**config.mk**
```make
export PLATFORM = sky130hd
export DESIGN_NAME = register_file_mp
export DESIGN_NICKNAME = d
export VERILOG_FILES = /design/src/rtl/riscv_defs.sv /design/src/rtl/regfile_scoreboard.sv /design/src/rtl/register_file_mp.sv
export SDC_FILE = /design/constraint.sdc
export NUM_CORES = 2
export LEC_CHECK = 0
export ABC_CLOCK_PERIOD_IN_PS = 36500
export BUFFER_PORTS_ARGS = -buffer_cell sky130_fd_sc_hd__buf_2
export CAP_MARGIN = 40
export CORE_AREA = 2 2 330 332
export DETAILED_ROUTE_END_ITERATION = 8
export DIE_AREA = 0 0 332 334
export GPL_TIMING_DRIVEN = 1
export HOLD_SLACK_MARGIN = 0.06
export PLACE_DENSITY_LB_ADDON = 0.25
export REMOVE_ABC_BUFFERS = 1
export SYNTH_ARGS = -nofsm -noshare
export SYNTH_HDL_FRONTEND = slang
export SYNTH_SLANG_ARGS = --single-unit
```
**constraint.sdc**
```tcl
create_clock -name clk -period 36.5 [get_ports clk]
set_clock_uncertainty 0.15 [all_clocks]
set_input_delay 7.3 -clock clk [delete_from_list [all_inputs] [get_ports clk]]
set_output_delay 7.3 -clock clk [all_outputs]
set_load 0.02 [all_outputs]
```
**src/rtl/riscv_defs.sv**
```systemverilog
// rtl/riscv_defs.sv - shared integer register file constants for the RISC-V core
package riscv_defs;

    localparam int          XLEN     = 32;
    localparam int          NREG     = 32;
    localparam int          AW       = $clog2(NREG);
    localparam int          REG_ZERO = 0;
    localparam int          REG_SP   = 2;
    localparam logic [31:0] SP_INIT  = 32'h8000_0FFC;

endpackage

```
**src/rtl/regfile_scoreboard.sv**
```systemverilog
// rtl/regfile_scoreboard.sv - pending-write scoreboard for the integer register file
//
// Ports:
//   clk, rst           clock, asynchronous active-high reset
//   issue_en/issue_rd  mark a destination as awaiting writeback
//   clr_en/clr_addr    writeback clears the destination's pending bit
//   busy_vec           registered scoreboard (bit 0 always 0)
//   busy_next          next-state scoreboard, used by the read ports
module regfile_scoreboard #(
    parameter int NREG = riscv_defs::NREG,
    parameter int AW   = $clog2(NREG)
) (
    input  logic            clk,
    input  logic            rst,
    input  logic            issue_en,
    input  logic [AW-1:0]   issue_rd,
    input  logic            clr_en,
    input  logic [AW-1:0]   clr_addr,
    output logic [NREG-1:0] busy_vec,
    output logic [NREG-1:0] busy_next
);

    logic [NREG-1:0] busy_q;

    // Issue takes priority over a same-cycle clear: the newly issued producer
    // supersedes the one that is writing back now.
    always_comb begin
        busy_next = busy_q;
        for (int k = 1; k < NREG; k++) begin
            if (issue_en && issue_rd == AW'(k)) begin
                busy_next[k] = 1'b1;
            end else if (clr_en && clr_addr == AW'(k)) begin
                busy_next[k] = 1'b0;
            end
        end
        busy_next[riscv_defs::REG_ZERO] = 1'b0;
    end

    always_ff @(posedge clk or posedge rst) begin
        if (rst) begin
            busy_q <= '0;
        end else begin
            busy_q <= busy_next;
        end
    end

    assign busy_vec = busy_q;

endmodule

```
**src/rtl/register_file_mp.sv**
```systemverilog
// rtl/register_file_mp.sv - multi-read-port integer register file with bypass and scoreboard
//
// Ports:
//   clk, rst                  clock, asynchronous active-high reset
//   r_en, r_addr              common read enable, packed per-port read addresses
//   r_data, r_busy            registered read data and pending-write bit per port
//   w_en, w_addr, w_data      single write port (writes to x0 dropped)
//   issue_en, issue_rd        mark a destination pending at issue
//   busy_vec                  registered scoreboard
module register_file_mp #(
    parameter int              XLEN    = riscv_defs::XLEN,
    parameter int              NREG    = riscv_defs::NREG,
    parameter int              NRD     = 2,
    parameter int              SP_IDX  = riscv_defs::REG_SP,
    parameter logic [XLEN-1:0] SP_INIT = riscv_defs::SP_INIT,
    localparam int             AW      = $clog2(NREG)
) (
    input  logic                clk,
    input  logic                rst,
    input  logic                r_en,
    input  logic [NRD*AW-1:0]   r_addr,
    output logic [NRD*XLEN-1:0] r_data,
    output logic [NRD-1:0]      r_busy,
    input  logic                w_en,
    input  logic [AW-1:0]       w_addr,
    input  logic [XLEN-1:0]     w_data,
    input  logic                issue_en,
    input  logic [AW-1:0]       issue_rd,
    output logic [NREG-1:0]     busy_vec
);

    logic [XLEN-1:0] regs [NREG];
    logic [NREG-1:0] busy_next;

    // regs[0] is reset to zero and never written, so x0 reads as zero even
    // without the explicit read-side check.
    always_ff @(posedge clk or posedge rst) begin
        if (rst) begin
            for (int i = 0; i < NREG; i++) begin
                regs[i] <= (i == SP_IDX) ? SP_INIT : '0;
            end
        end else if (w_en && w_addr != '0) begin
            regs[w_addr] <= w_data;
        end
    end

    regfile_scoreboard #(
        .NREG (NREG),
        .AW   (AW)
    ) u_scoreboard (
        .clk       (clk),
        .rst       (rst),
        .issue_en  (issue_en),
        .issue_rd  (issue_rd),
        .clr_en    (w_en),
        .clr_addr  (w_addr),
        .busy_vec  (busy_vec),
        .busy_next (busy_next)
    );

    for (genvar p = 0; p < NRD; p++) begin : g_rd
        logic [AW-1:0]   addr;
        logic [XLEN-1:0] rd_val;
        logic [XLEN-1:0] data_q;
        logic            busy_q;

        assign addr = r_addr[p*AW +: AW];

        always_comb begin
            rd_val = regs[addr];
            if (addr == '0) begin
                rd_val = '0;
            end else if (w_en && w_addr == addr) begin
                rd_val = w_data;
            end
        end

        // Busy comes from next state so a read alongside its clearing
        // writeback sees busy=0 together with the bypassed data.
        always_ff @(posedge clk or posedge rst) begin
            if (rst) begin
                data_q <= '0;
                busy_q <= 1'b0;
            end else if (r_en) begin
                data_q <= rd_val;
                busy_q <= busy_next[addr];
            end
        end

        assign r_data[p*XLEN +: XLEN] = data_q;
        assign r_busy[p]              = busy_q;
    end

endmodule

```
* Yosys cells after proc, flatten, opt, wreduce, memory -nomap -nowiden
Cells that the tools add are included.
** Operators by class
- $add $sub $neg :: 0
- Multipliers :: 0
- Divide/modulo/power cells :: 0
- $lt $le $gt $ge :: 6
- Equal/unequal tests :: 64
- Shift operators :: 0
- Muxes and demuxes :: 79
- Bitwise gates (word level) :: 3
- Reductions and logical operators :: 69
** Operator list (number)
- 1024-bit bitwise mux :: 1
- 32-bit binary-select mux with 5-bit select :: 2
- 32-bit two-way mux :: 9
- 32-bit demux with 5-bit select :: 1
- 5-bit equality test (second input constant) :: 32
- 5-bit by 4-bit equality test with 1-bit output (second input constant) :: 16
- 1-bit logical AND :: 66
- 1-bit two-way mux :: 64
- 5-bit by 3-bit equality test with 1-bit output (second input constant) :: 8
- 5-bit by 2-bit equality test with 1-bit output (second input constant) :: 4
- 6-bit greater-or-equal comparator (second input constant) :: 3
- 5-bit NOT with 6-bit output :: 3
- 5-bit by 6-bit < comparator with 1-bit output (second input constant) :: 2
- 1-bit binary-select mux with 5-bit select :: 2
- 5-bit by 1-bit equality test with 1-bit output (second input constant) :: 2
- 5-bit equality test :: 2
- 5-bit zero test :: 2
- 6-bit by 1-bit < comparator with 1-bit output (second input constant) :: 1
- 5-bit nonzero test :: 1
** Storage, ports and cells
- Register bits after elaboration :: 1121
- Latch bits :: 0
- Bits in writable memories :: 0
- Memory bits (read-only) :: 0
- Input port bits :: 57
- Output and inout port bits :: 98
- Word-level logic and storage cells :: 258
- Memories :: 0

* Longest topological paths before layout
- Depth after elaboration :: 6
- Gate-level depth with buffers :: 11
- Depth with buffers taken out :: 7

* By module
From an unflattened synthesis, not the netlist that was laid out.
** Unflattened totals
- Cells, all modules :: 4014
- Area total of the unflattened synthesis :: 59021.6 um2
** By module, submodules not included
- register_file_mp :: times used 1, cells an instance 3885, area an instance 57705.3 um2, sequential area each 27289.9 um2
- regfile_scoreboard :: times used 1, cells an instance 129, area an instance 1316.3 um2, sequential area each 775.7 um2

* Worst setup path after synthesis
No wires, ideal clock.
- Kind :: input to register
- Start point :: input r_addr[0]
- End point :: register g_rd[0].data_q[29]
- Setup time :: 137 ps
- Arrival :: 9231 ps
- Data required time :: 36213 ps
- Setup slack :: 26982 ps
- Stages on the path :: 9
- Buffers on the path :: 3
- Path through :: clkbuf_1 > buf_2 > buf_2 > mux4_2 > mux4_2 > mux2i_1 > nand2_1 > o21ai_1 > o22ai_1
** Between the ends
- Cells in the longest elaborated chain, start to end :: 6
** Ends and longest elaborated chain
- start: declaration :: RTL line register_file_mp.sv:21 : input logic [NRD*AW-1:0] r_addr,
- 5-bit NOT with 6-bit output (implied by the code) :: RTL line register_file_mp.sv:70 : rd_val = regs[addr];
- 32-bit binary-select mux with 5-bit select :: RTL line register_file_mp.sv:70
- 32-bit two-way mux (implied by the code) (2 in series) :: RTL line register_file_mp.sv:70
- 32-bit two-way mux :: RTL line register_file_mp.sv:73 : end else if (w_en && w_addr == addr) begin
- 32-bit two-way mux * :: RTL line register_file_mp.sv:71 : if (addr == '0) begin
- end signal: assignment :: RTL line register_file_mp.sv:85 : data_q <= rd_val;
- end: declaration :: RTL line register_file_mp.sv:64 : logic [XLEN-1:0] data_q;
Mark *: on every way between the ends. The rest lies on a longest branch, timed or not. The select of a mux whose other input is x is not followed.
A chain may end at the register's enable or synchronous reset.

* Worst setup path after layout
- Start point :: input r_addr[5]
- End point :: register g_rd[1].data_q[26]
** Between the ends
- Cells in the longest elaborated chain, start to end :: 6
** Ends and longest elaborated chain (RTL line)
- 5-bit NOT with 6-bit output (implied by the code) :: register_file_mp.sv:70
- 32-bit binary-select mux with 5-bit select :: register_file_mp.sv:70
- 32-bit two-way mux (implied by the code) (2 in series) :: register_file_mp.sv:70
- 32-bit two-way mux :: register_file_mp.sv:73
- 32-bit two-way mux * :: register_file_mp.sv:71
- end signal: assignment :: register_file_mp.sv:85
- end: declaration :: register_file_mp.sv:64
Marks and branches as above.

==> results.txt <==
The flow ran to the end, and the final reports show no timing, DRC or antenna violations. The count of final hold-check violations came to 0. Walking the worst path, the cells encountered are buf_8 > buf_4 > buf_16 > buf_4 > buf_4 > buf_16 > mux4_2 > mux4_2 > mux2i_1 > nand2_1 > o21ai_1 > o22ai_1. The tree built by TritonCTS fans out to 1121 sinks. The worst setup path is launched from an input port. The tool flagged a number of max-cap violations equal to 0. Counting both buffers and inverters, the worst setup path holds a total of 6. In this run the worst hold path is classified as flop to flop. The share of async-settable or async-resettable flops after synthesis is 1.00. The total setup violations reported at the end of the flow came out at 0. In this run the clock root is driven by a clkbuf_16. Post-CTS timing repair inserted 0 buffers for setup. Port buffering added about 150 buffers. The vias after detailed routing came out at 36616. The post-route minimum period is 11.20 ns. Setup repair after global routing left no endpoint under its margin. The HPWL after detailed placement is 95500 µm.

The maximum number of pins on one net before global-route repair is around 190. In the routed design, unresolved DRC markers number 0. The maximum single-stage delay on the critical path came out at ~0.7 ns.

The number of different library cells used by synthesis comes to 59. The I/O pin count came out at 155. The post-synthesis average cell area is between 15 and 20 µm². The H-tree depth is 3.

In this run the power density over the cells is 56.6 nW/µm². For this run, the number of Yosys warnings is 0. The max-slew violation total from the final report came out at 0.

The post-synthesis cell area is 58800 µm². The overall routing resource usage is 0.312. The core area is 108000 µm². The setup TNS after final layout came out at 0 ns. The final critical-path setup slack came out at 25.30 ns. The finished layout holds approximately 5200 standard cells, fillers aside.

The clock latency of the later-clocked register in the worst-skew pair is 0.71 ns. The number of buffers added by the clock tree synthesis step came out at 119. The family with the most delay on the worst path is buffers and inverters. The achievable clock frequency came out at slightly below 90 MHz. The number of global-route vias before repair came to 36895.

The analysis attributes to net switching a power of 1000 µW. The layout cell share with drive strength beyond 1 came out at 0.551. The violation count after the first detailed-routing iteration came out at 4364.

Dividing the final minimum period by the clock period gives 0.307. For this configuration, the core starts out at a cell density of 0.545. The width of the chip is 332 µm. The register area came out at 28100 µm². The maximum net fanout on the critical path came out at 65. The first global-routing pass estimated roughly 250000 µm of wire.

The endpoint required time on the critical path came out at between 30 and 40 ns. TritonCTS built the clock tree. The post-cts sizing count is 0.

Among all flip-flop cells after synthesis, the most frequent one is dfrtp_1. For the pin with the worst max-slew slack, the measured transition is 1.08 ns. The overall die height came out at 334 µm. The relative contribution of sequential cells to total power came out at 0.447. The number of cells produced by synthesis is 3796.

The number of hold buffers added after CTS is 0. The routed wirelength normalized by instance count came out at about 32 µm. The filler cells instantiated in the layout total 8045. The die outline area is 111000 µm². Of the total power, the share spent switching nets is 0.269. The post-route antenna net violation count is 0.

Of the synthesized area, sequential elements account for 0.478. Wires add up to 170000 µm. Summed over all cells, the static leakage comes to approximately 0.029 µW. The number of synthesized register bits came out at between 1000 and 1500.

The clock power share came out at 0.341. The multi-input gate area in the final layout came out at 28900 µm². Data arrives at the worst endpoint at 11.61 ns. The number of cell rows came out at around 120. The remaining max-slew budget at the tightest pin came out at 0.279. The worst setup path is of the input port to flop kind. The average via count per standard cell is 6.98. The placer congestion estimate is slightly below 0.9. The count of flip-flops with a built-in enable after synthesis came out at 0. The number of nets in the final layout is 3795. The clock transition at the register clock pins on the worst setup and hold paths after CTS is 0.06 ns. The count of antenna diodes in the layout came out at 0. The share of total power dissipated in combinational logic is 0.211. The internal power came out at 2720 µW. Among the stages of the critical path, the cell type that occurs most often is buf_4. Relative to the synthesized area, the layout overhead comes to 11.6%.

Counting tap cells, the placed design contains a total of 5031 instances. The overall overflow remaining after global route is 0. The iteration count of the initial detailed-routing pass is 5. The cell type of the slowest stage on the worst timing path is buf_4. Counting along the longest clock path gives a buffer depth of 3. The worst setup path is captured at a flop.

The pre-CTS setup slack is 24.48 ns. The initial antenna violation count came out at 2. IR analysis of the VDD net gives a maximum drop of 0.0383 mV.
cell usage in the layout (no fill, tap or decap), types with 6 or more instances in the layout:
cell type,count
mux2_2,965
clkinv_2,23
xor2_1,9
clkbuf_16,123
buf_12,14
nand2_1,179
dfstp_2,11
inv_1,74
bufinv_16,12
nand3_1,6
buf_4,57
dfrtp_1,1110
nor2_4,6
nor2b_1,10
clkbuf_8,31
a22oi_1,6
nand2_4,24
mux4_2,642
clkbuf_1,22
o22ai_1,67
a22o_1,19
buf_2,143
mux2i_1,68
nand2b_1,8
nor2_1,13
o21ai_1,52
o21ai_0,23
buf_16,35
stage by stage:
stage / hold WS [ns] / area [µm²] / util / power (µW)
global placement: 0.226 / 60300 / 0.560 / 2420
CTS: 0.246 / 65600 / 0.609 / 3730
floorplan: 0.215 / 57000 / - / 2200
global route: 0.257 / 65600 / 0.609 / 3870
finish: 0.243 / 65600 / 0.609 / 3720
detailed placement: 0.232 / 61500 / 0.570 / 2460
logic make-up (layout without fill, tap and decap cells):
group / count (synthesis) / count (layout) / share of synthesized area
compound gates: 196 / 196 / 0.0211
xor+xnor: 11 / 11 / 0.00164
buf+inv: 509 / 546 / 0.0349
flops: 1121 / 1121 / 0.478
mux: 1675 / 1675 / 0.443
other cells: 1 / 1 / 0.0000638
simple gates: 283 / 283 / 0.0221
Yosys cell counts (2+ instances only):
| cell type | count | area, µm² |
|---|---|---|
| mux4_2 | 642 | 14500 |
| nor2_1 | 18 | 67.6 |
| a22o_1 | 19 | 166 |
| inv_1 | 76 | 285 |
| a21oi_1 | 2 | 10.0 |
| o22ai_1 | 67 | 419 |
| nand2_4 | 3 | 33.8 |
| xnor2_1 | 2 | 17.5 |
| a21bo_2 | 2 | 20.0 |
| nor3b_1 | 3 | 22.5 |
| nand2_2 | 3 | 18.8 |
| nand3_1 | 8 | 40.0 |
| buf_2 | 80 | 400 |
| nor4_1 | 3 | 18.8 |
| a311oi_1 | 2 | 17.5 |
| nand4_1 | 3 | 18.8 |
| nor3_1 | 4 | 20.0 |
| o41ai_1 | 2 | 17.5 |
| buf_4 | 9 | 67.6 |
| and2_1 | 3 | 18.8 |
| xor2_1 | 9 | 78.8 |
| nor2b_1 | 10 | 62.6 |
| nor4bb_1 | 5 | 50.1 |
| a211oi_1 | 2 | 15.0 |
| a2111oi_0 | 3 | 26.3 |
| a221oi_1 | 2 | 17.5 |
| and4b_1 | 4 | 40.0 |
| o21ai_1 | 54 | 270 |
| dfrtp_1 | 1110 | 27800 |
| nand2b_1 | 8 | 50.1 |
| o21ai_0 | 23 | 115 |
| dfstp_2 | 11 | 289 |
| a32oi_1 | 2 | 17.5 |
| nand4b_1 | 2 | 17.5 |
| a22oi_1 | 6 | 45.0 |
| clkbuf_1 | 273 | 1020 |
| mux2_2 | 965 | 10900 |
| o32ai_1 | 2 | 17.5 |
| mux2i_1 | 68 | 681 |
| nand2_1 | 198 | 743 |
| buf_1 | 70 | 263 |
worst reg2reg max path, stage by stage (launching register included):
cell and delay [ns]:
dfrtp_1 0.39, mux4_2 0.48, mux4_2 0.51, mux2i_1 0.25, nand2_1 0.10, o21ai_1 0.20, o22ai_1 0.11
path summary, 6_finish.rpt:
path,slack (ns),start,to,depth (start not counted)
max in group asynchronous,27.17,rst,regs[66],5
min in group asynchronous,6.37,rst,g_rd[1].data_q[28],2
setup / recovery,25.30,r_addr[5],g_rd[1].data_q[26],12
hold / removal,0.24,regs[1002],regs[1002],0
hold reg to reg,0.24,regs[1002],regs[1002],0
setup reg to reg,34.16,regs[525],g_rd[0].data_q[13],6
power groups by stage:
stage | logic, µW | registers [µW] | clock network (µW)
after floorplan | 549 | 1650 | 0
after global placement | 759 | 1660 | 0
after detailed placement | 783 | 1680 | 0
after CTS | 788 | 1660 | 1280
after global routing | 839 | 1690 | 1340
final | 785 | 1660 | 1270
final cells by class:
cell class	instances	area share
Sequential cell	1121	0.428
Inverter	76	0.00448
Clock buffer	176	0.0547
Multi-Input combinational cell	2166	0.441
Tap cell	1414	0.0270
Timing Repair Buffer	254	0.0375
Clock inverter	40	0.00792
registers in the layout, summed over array words and instances, names as in the netlist:
signal / count
regs: 1024
g_rd.data_q: 64
u_scoreboard.busy_vec: 31
g_rd.busy_q: 2
routing by layer:
| metal | vias to the layer above | track usage | wire, µm |
|---|---|---|---|
| met5 | - | 0 | 11 |
| met4 | 2 | 0.109 | 5980 |
| met3 | 352 | 0.0617 | 15500 |
| met2 | 1840 | 0.464 | 77400 |
| met1 | 19930 | 0.463 | 71600 |
| li1 | 14492 | - | - |
Power figures use the tool's default switching activity.
